File: config.mk
export PLATFORM = sky130hd
export DESIGN_NAME = cache_maint_seq_flat
export DESIGN_NICKNAME = d
export VERILOG_FILES = /design/src/rtl/cache_maint_seq_if.sv /design/src/rtl/cache_maint_seq.sv /design/src/flat_wrapper.sv
export SDC_FILE = /design/constraint.sdc
export NUM_CORES = 1
export LEC_CHECK = 0
export ABC_AREA = 1
export CAP_MARGIN = 20
export CELL_PAD_IN_SITES_DETAIL_PLACEMENT = 1
export CELL_PAD_IN_SITES_GLOBAL_PLACEMENT = 1
export CORE_AREA = 2 2 61 63
export DETAILED_ROUTE_END_ITERATION = 16
export DIE_AREA = 0 0 63 65
export PLACE_DENSITY_LB_ADDON = 0.1
export SKIP_LAST_GASP = 1
export SLEW_MARGIN = 20
export SYNTH_ARGS = -nofsm -noshare
export SYNTH_HDL_FRONTEND = slang
export SYNTH_SLANG_ARGS = --single-unit
File: constraint.sdc
create_clock -name clk -period 1.45 [get_ports clk]
set_input_delay 0.145 -clock clk [delete_from_list [all_inputs] [get_ports clk]]
set_output_delay 0.145 -clock clk [all_outputs]
set_load 0.02 [all_outputs]
File: src/rtl/cache_maint_seq_if.sv
// ---------------------------------------------------------------------------
// cache_maint_seq_if
//   Bundles the command handshake, the tag/state RAM access signals and the
//   write-back handshake of the cache maintenance sequencer.
//
//   Signals
//     cmd            3  maintenance command from the control-register block
//     cmd_ready      1  one-cycle pulse when a walk has completed
//     busy           1  sequencer is walking; CPU-side cache port must stall
//     tag_set    SET_W  set index for tag RAM and write-back access
//     tag_way    WAY_W  way index for tag RAM and write-back access
//     tag_read       1  tag-state read strobe (data valid on the next cycle)
//     tag_valid_in   1  valid bit returned by the tag RAM
//     tag_dirty_in   1  dirty bit returned by the tag RAM
//     tag_write      1  tag-state write strobe
//     tag_valid_out  1  valid bit to write
//     tag_dirty_out  1  dirty bit to write
//     wb_req         1  request write-back of line (tag_set, tag_way)
//     wb_ack         1  write-back complete
//
//   Modports
//     master : the sequencer side
//     slave  : the control block / tag RAM / write-back side
// ---------------------------------------------------------------------------
interface cache_maint_seq_if #(
  parameter int SET_NUM = 64,
  parameter int WAY_NUM = 4
);
  localparam int SET_W = $clog2(SET_NUM);
  localparam int WAY_W = (WAY_NUM > 1) ? $clog2(WAY_NUM) : 1;

  logic [2:0]       cmd;
  logic             cmd_ready;
  logic             busy;
  logic [SET_W-1:0] tag_set;
  logic [WAY_W-1:0] tag_way;
  logic             tag_read;
  logic             tag_valid_in;
  logic             tag_dirty_in;
  logic             tag_write;
  logic             tag_valid_out;
  logic             tag_dirty_out;
  logic             wb_req;
  logic             wb_ack;

  modport master (
    input  cmd,
    input  tag_valid_in,
    input  tag_dirty_in,
    input  wb_ack,
    output cmd_ready,
    output busy,
    output tag_set,
    output tag_way,
    output tag_read,
    output tag_write,
    output tag_valid_out,
    output tag_dirty_out,
    output wb_req
  );

  modport slave (
    output cmd,
    output tag_valid_in,
    output tag_dirty_in,
    output wb_ack,
    input  cmd_ready,
    input  busy,
    input  tag_set,
    input  tag_way,
    input  tag_read,
    input  tag_write,
    input  tag_valid_out,
    input  tag_dirty_out,
    input  wb_req
  );
endinterface

File: src/rtl/cache_maint_seq.sv
// ---------------------------------------------------------------------------
// cache_maint_seq
//   Cache maintenance sequencer. Accepts an init / clear / write-back command
//   and walks every (set, way) of the cache in ascending index order:
//     init  : writes valid=0, dirty=0 to every line, one line per cycle.
//     clear : reads each line, writes back dirty lines, then invalidates.
//     wb    : reads each line, writes back dirty lines and marks them clean;
//             clean or invalid lines are left untouched.
//   cmd_ready pulses for one cycle at the end of the walk; busy is high for
//   the whole walk so the CPU-side port can stall.
//
//   Ports
//     clk   input   clock
//     rest  input   asynchronous active-low reset
//     bus   master  cache_maint_seq_if (command, tag RAM, write-back)
//
//   All outputs are decoded from the state/index registers only, so they
//   fall to zero as soon as rest is asserted.
//
//   state    | meaning
//   ---------+------------------------------------------------------------
//   IDLE     | waiting for a non-nop command
//   INIT_WR  | init walk: write valid=0/dirty=0 to line idx
//   READ     | issue tag read for line idx
//   CHECK    | tag data present; decide write-back / update / advance
//   WB_REQ   | hold wb_req for line idx until wb_ack
//   UPDATE   | write new valid/dirty for line idx
//   DONE     | one-cycle cmd_ready pulse, then back to IDLE
// ---------------------------------------------------------------------------
`ifndef CACHE_CTR_CMD_NOP
`define CACHE_CTR_CMD_NOP   3'b000
`endif
`ifndef CACHE_CTR_CMD_INIT
`define CACHE_CTR_CMD_INIT  3'b001
`endif
`ifndef CACHE_CTR_CMD_CLEAR
`define CACHE_CTR_CMD_CLEAR 3'b010
`endif
`ifndef CACHE_CTR_CMD_WB
`define CACHE_CTR_CMD_WB    3'b011
`endif

module cache_maint_seq #(
  parameter int SET_NUM = 64,
  parameter int WAY_NUM = 4
) (
  input  logic               clk,
  input  logic               rest,
  cache_maint_seq_if.master  bus
);

  localparam int SET_W = $clog2(SET_NUM);
  localparam int WAY_W = (WAY_NUM > 1) ? $clog2(WAY_NUM) : 1;
  localparam int IDX_W = SET_W + WAY_W;

  localparam logic [IDX_W-1:0] LAST_IDX = IDX_W'(SET_NUM * WAY_NUM - 1);

  localparam logic [2:0] CMD_NOP   = `CACHE_CTR_CMD_NOP;
  localparam logic [2:0] CMD_INIT  = `CACHE_CTR_CMD_INIT;
  localparam logic [2:0] CMD_CLEAR = `CACHE_CTR_CMD_CLEAR;
  localparam logic [2:0] CMD_WB    = `CACHE_CTR_CMD_WB;

  typedef enum logic [2:0] {
    S_IDLE,
    S_INIT_WR,
    S_READ,
    S_CHECK,
    S_WB_REQ,
    S_UPDATE,
    S_DONE
  } state_t;

  state_t           state_q, state_d;
  logic [IDX_W-1:0] idx_q, idx_d;
  logic [2:0]       op_q, op_d;
  logic             last_line;

  assign last_line = (idx_q == LAST_IDX);

  always_ff @(posedge clk or negedge rest) begin
    if (!rest) begin
      state_q <= S_IDLE;
      idx_q   <= '0;
      op_q    <= CMD_NOP;
    end else begin
      state_q <= state_d;
      idx_q   <= idx_d;
      op_q    <= op_d;
    end
  end

  always_comb begin
    state_d = state_q;
    idx_d   = idx_q;
    op_d    = op_q;
    case (state_q)
      S_IDLE: begin
        // Unknown encodings are not latched so a stray value cannot start
        // a walk with an undefined operation.
        if (bus.cmd == CMD_INIT) begin
          op_d    = bus.cmd;
          idx_d   = '0;
          state_d = S_INIT_WR;
        end else if ((bus.cmd == CMD_CLEAR) || (bus.cmd == CMD_WB)) begin
          op_d    = bus.cmd;
          idx_d   = '0;
          state_d = S_READ;
        end
      end
      S_INIT_WR: begin
        if (last_line) begin
          state_d = S_DONE;
        end else begin
          idx_d = idx_q + IDX_W'(1);
        end
      end
      S_READ: begin
        state_d = S_CHECK;
      end
      S_CHECK: begin
        if (bus.tag_valid_in && bus.tag_dirty_in) begin
          state_d = S_WB_REQ;
        end else if (op_q == CMD_CLEAR) begin
          state_d = S_UPDATE;
        end else if (last_line) begin
          state_d = S_DONE;
        end else begin
          idx_d   = idx_q + IDX_W'(1);
          state_d = S_READ;
        end
      end
      S_WB_REQ: begin
        if (bus.wb_ack) begin
          state_d = S_UPDATE;
        end
      end
      S_UPDATE: begin
        if (last_line) begin
          state_d = S_DONE;
        end else begin
          idx_d   = idx_q + IDX_W'(1);
          state_d = S_READ;
        end
      end
      S_DONE: begin
        state_d = S_IDLE;
      end
      default: begin
        state_d = S_IDLE;
      end
    endcase
  end

  // Line index split: way in the low bits so ways of a set are adjacent.
  if (WAY_NUM == 1) begin : g_one_way
    assign bus.tag_way = '0;
    assign bus.tag_set = idx_q[SET_W-1:0];
  end else begin : g_multi_way
    assign bus.tag_way = idx_q[WAY_W-1:0];
    assign bus.tag_set = idx_q[IDX_W-1:WAY_W];
  end

  assign bus.busy          = (state_q != S_IDLE);
  assign bus.cmd_ready     = (state_q == S_DONE);
  assign bus.tag_read      = (state_q == S_READ);
  assign bus.wb_req        = (state_q == S_WB_REQ);
  assign bus.tag_write     = (state_q == S_INIT_WR) || (state_q == S_UPDATE);
  // Only a write-back update leaves the line valid; init and clear both
  // invalidate. Every rewrite leaves the line clean.
  assign bus.tag_valid_out = (state_q == S_UPDATE) && (op_q == CMD_WB);
  assign bus.tag_dirty_out = 1'b0;

endmodule

File: src/flat_wrapper.sv
// flat-port wrapper written by rule: the top's interface ports become plain ports
module cache_maint_seq_flat 
#(
  parameter int SET_NUM = 64,
  parameter int WAY_NUM = 4
)
  (clk, rest, bus_cmd, bus_tag_valid_in, bus_tag_dirty_in, bus_wb_ack, bus_cmd_ready, bus_busy, bus_tag_set, bus_tag_way, bus_tag_read, bus_tag_write, bus_tag_valid_out, bus_tag_dirty_out, bus_wb_req);
  cache_maint_seq_if #(.SET_NUM(SET_NUM), .WAY_NUM(WAY_NUM)) bus_i ();
  input  logic clk;
  input  logic rest;
  input wire logic [$bits(bus_i.cmd)-1:0] bus_cmd;
  input wire logic [$bits(bus_i.tag_valid_in)-1:0] bus_tag_valid_in;
  input wire logic [$bits(bus_i.tag_dirty_in)-1:0] bus_tag_dirty_in;
  input wire logic [$bits(bus_i.wb_ack)-1:0] bus_wb_ack;
  output wire logic [$bits(bus_i.cmd_ready)-1:0] bus_cmd_ready;
  output wire logic [$bits(bus_i.busy)-1:0] bus_busy;
  output wire logic [$bits(bus_i.tag_set)-1:0] bus_tag_set;
  output wire logic [$bits(bus_i.tag_way)-1:0] bus_tag_way;
  output wire logic [$bits(bus_i.tag_read)-1:0] bus_tag_read;
  output wire logic [$bits(bus_i.tag_write)-1:0] bus_tag_write;
  output wire logic [$bits(bus_i.tag_valid_out)-1:0] bus_tag_valid_out;
  output wire logic [$bits(bus_i.tag_dirty_out)-1:0] bus_tag_dirty_out;
  output wire logic [$bits(bus_i.wb_req)-1:0] bus_wb_req;
  assign bus_i.cmd = bus_cmd;
  assign bus_i.tag_valid_in = bus_tag_valid_in;
  assign bus_i.tag_dirty_in = bus_tag_dirty_in;
  assign bus_i.wb_ack = bus_wb_ack;
  assign bus_cmd_ready = bus_i.cmd_ready;
  assign bus_busy = bus_i.busy;
  assign bus_tag_set = bus_i.tag_set;
  assign bus_tag_way = bus_i.tag_way;
  assign bus_tag_read = bus_i.tag_read;
  assign bus_tag_write = bus_i.tag_write;
  assign bus_tag_valid_out = bus_i.tag_valid_out;
  assign bus_tag_dirty_out = bus_i.tag_dirty_out;
  assign bus_wb_req = bus_i.wb_req;
  cache_maint_seq #(.SET_NUM(SET_NUM), .WAY_NUM(WAY_NUM)) u_core (.clk(clk), .rest(rest), .bus(bus_i));
endmodule
==> reports/results.tsv <==
metric	value	unit
status	finished clean	
diodes	0	
wl	3.00	mm
synth_area	978	um^2
drcViolationCount	0	
vias	1048	
cts_max_level	1	
synth.yosys.seq_area_share	35.8	%
holdCritPathClass	in -> async	
die_x	63	um
fp.dieArea	4100	um^2
area_growth_syn_to_layout	56.5	%
overflow	0	
dp.cells	220	
critPathCaptureType	output pin	
grt_antenna_before_repair	0	
worstSkewPairLatency	0.28	ns
arrival	1.28	ns
synth.distinct_cells	26	
stdcell_count	228	
grt_pass1_vias	1154	
root_buffer	clkbuf_4	
row_count	22	
synth_area_per_cell	7.47	um^2
ys_ff_latch	14	
drv_slew	0	
cts_tree	built	
place_ws	-0.118	ns
clk_path_buf_depth	2	
crit_type	reg -> out	
min_period	1.42	ns
fin_crit_sh	98.0	%
cts_made_buffers	3	
dp_hpwl	2.22	mm
grt_usage	15.7	%
core_area	3500	um^2
grt_pass1_wl	5.00	mm
final_nets	190	
synth_cells	131	
ios	23	
rrSetupSlack	0.07	ns
vdd_drop_max	427	uV
drive_above_1_share	43.9	%
ys_top_cells_by_area	dfrtp_1 (36%), nand2_1 (13%), nand3_1 (7.2%), o21ai_2 (7.2%), inv_1 (6.5%)	
antenna_left	0	
wire_per_inst	13.2	um
die_h	65	um
drt_iter0_drc	27	
initial_core_util	28.0	%
syn-num-nets	140	
maxCapViolCount	0	
dr.pass1.iters	3	
final_hold_viol_count	0	
timing.fmax	704	MHz
synth.top_cell.area_share	35.8	%
place.gp.congestion	0.722	
cp_max_fo	2	
clkTransAtPathRegs	0.09	ns
yosysTopAreaCell	dfrtp_1	
post_drt_via_cell_ratio	4.60	
power	2560	uW
powerDensity	1670	nW/um^2
critPathLaunchType	register	
p_leak	0.000779	uW
io_buffers	21	
clock_skew	0.00154	ns
worst_ep_required_time	1.31	ns
postLayoutSetupSlackWorst	0.0288	ns
grt_start_max_net_pins	15	
setup_viol	0	
yosys_warnings	0	
cts.sinks	14	
rsz0062_at_grt	yes	
## metrics by stage
step	instance area (um^2)	util (%)	setup TNS (ns)	hold WS (ns)
final	1530	43.8	0	0.184
after global routing	1530	43.8	-0.234	0.187
after CTS	1430	41.0	-0.102	0.172
after detailed placement	1410	40.3	-0.573	0.492
after global placement	1410	40.3	-0.243	0.474
after floorplan	996	-	-0.0181	-0.151
## report_power, final
group          switching, uW  total (uW)  internal [uW]
sequential              59.4         544            485
clock                    133         286            153
combinational           1010        1730            718
total                   1200        2560           1350
## routing by layer
layer / part of all wire, % / up-vias / track usage (%)
met3: 2.4 / 2 / 2.78
met1: 40 / 513 / 17.0
met5: 0 / - / 0
met2: 56 / 14 / 29.5
met4: 1.1 / 0 / 7.50
li1: - / 519 / -
## repair_timing
action,in CTS,in global routing
cloned,1,0
hold buffers,0,0
pin swaps,0,6
hold endpoints to repair,0,0
setup endpoints to repair,22,17
resized for setup,32,28
setup buffers,0,3
## critical path, stage by stage, from the launching register on
cell	delay (ns)
dfrtp_1	0.39
inv_2	0.05
nor2_1	0.15
nand2_2	0.10
nor4_4	0.13
buf_4	0.17
## placed cells by master, fill, tap and decap left out, types with 2 or more instances in the layout
| cell | n |
|---|---|
| nor2_2 | 4 |
| o21ai_2 | 8 |
| nand3_4 | 5 |
| nand2_4 | 2 |
| dfrtp_2 | 4 |
| inv_1 | 15 |
| dfrtp_1 | 10 |
| nand2_2 | 7 |
| nand4_1 | 2 |
| nand2_1 | 31 |
| clkdlybuf4s50_1 | 7 |
| or2_2 | 2 |
| buf_4 | 28 |
| inv_4 | 2 |
| nand3_1 | 12 |
| clkbuf_4 | 3 |
| nor2_1 | 6 |
| dlygate4sd2_1 | 8 |
| nand3_2 | 2 |
| o21a_1 | 2 |
| o21ai_0 | 3 |
| inv_2 | 3 |
## registers in the layout, summed over array words and instances (netlist names)
name	cells
u_core.state_q	3
u_core.op_q	3
u_core.idx_q	8
## cell usage after synthesis, drive strengths merged
master   n
conb     1
nor2    11
buf      2
nand3   18
a21oi    1
xnor2    1
nand4    2
nor4     1
nand2   40
nor3     1
o22ai    1
or2      2
nand3b   1
o21a     2
o21ai   12
dfrtp   14
ha       1
inv     20
## area by class of cell
class | count | area (um^2)
multi-input combinational | 96 | 628
tap | 48 | 60.1
sequential | 14 | 355
clock buffer | 4 | 36.3
timing repair buffer | 46 | 372
inverter | 20 | 80.1
fill | 445 | 1960
## final timing paths
kind,from,to,cells after the start
min in group clk,bus_cmd[0],u_core.op_q[0],3
hold / removal,rest,u_core.idx_q[7],2
hold reg to reg,u_core.idx_q[6],u_core.idx_q[6],2
setup reg to reg,u_core.state_q[2],u_core.idx_q[6],7
max in group asynchronous,rest,u_core.idx_q[0],2
setup / recovery,u_core.state_q[0],bus_tag_valid_out,5
## kinds of logic (layout without fill, tap and decap cells)
family | after synthesis | count (layout) | synth area share [%]
compound gates | 16 | 16 | 13.0
xor+xnor | 1 | 1 | 0.895
fa+ha+maj | 1 | 1 | 1.28
buf+inv | 22 | 70 | 9.97
flops | 14 | 14 | 35.8
other cells | 1 | 1 | 0.383
simple gates | 76 | 77 | 38.6
No activity file was read; power rests on OpenSTA's default activity.
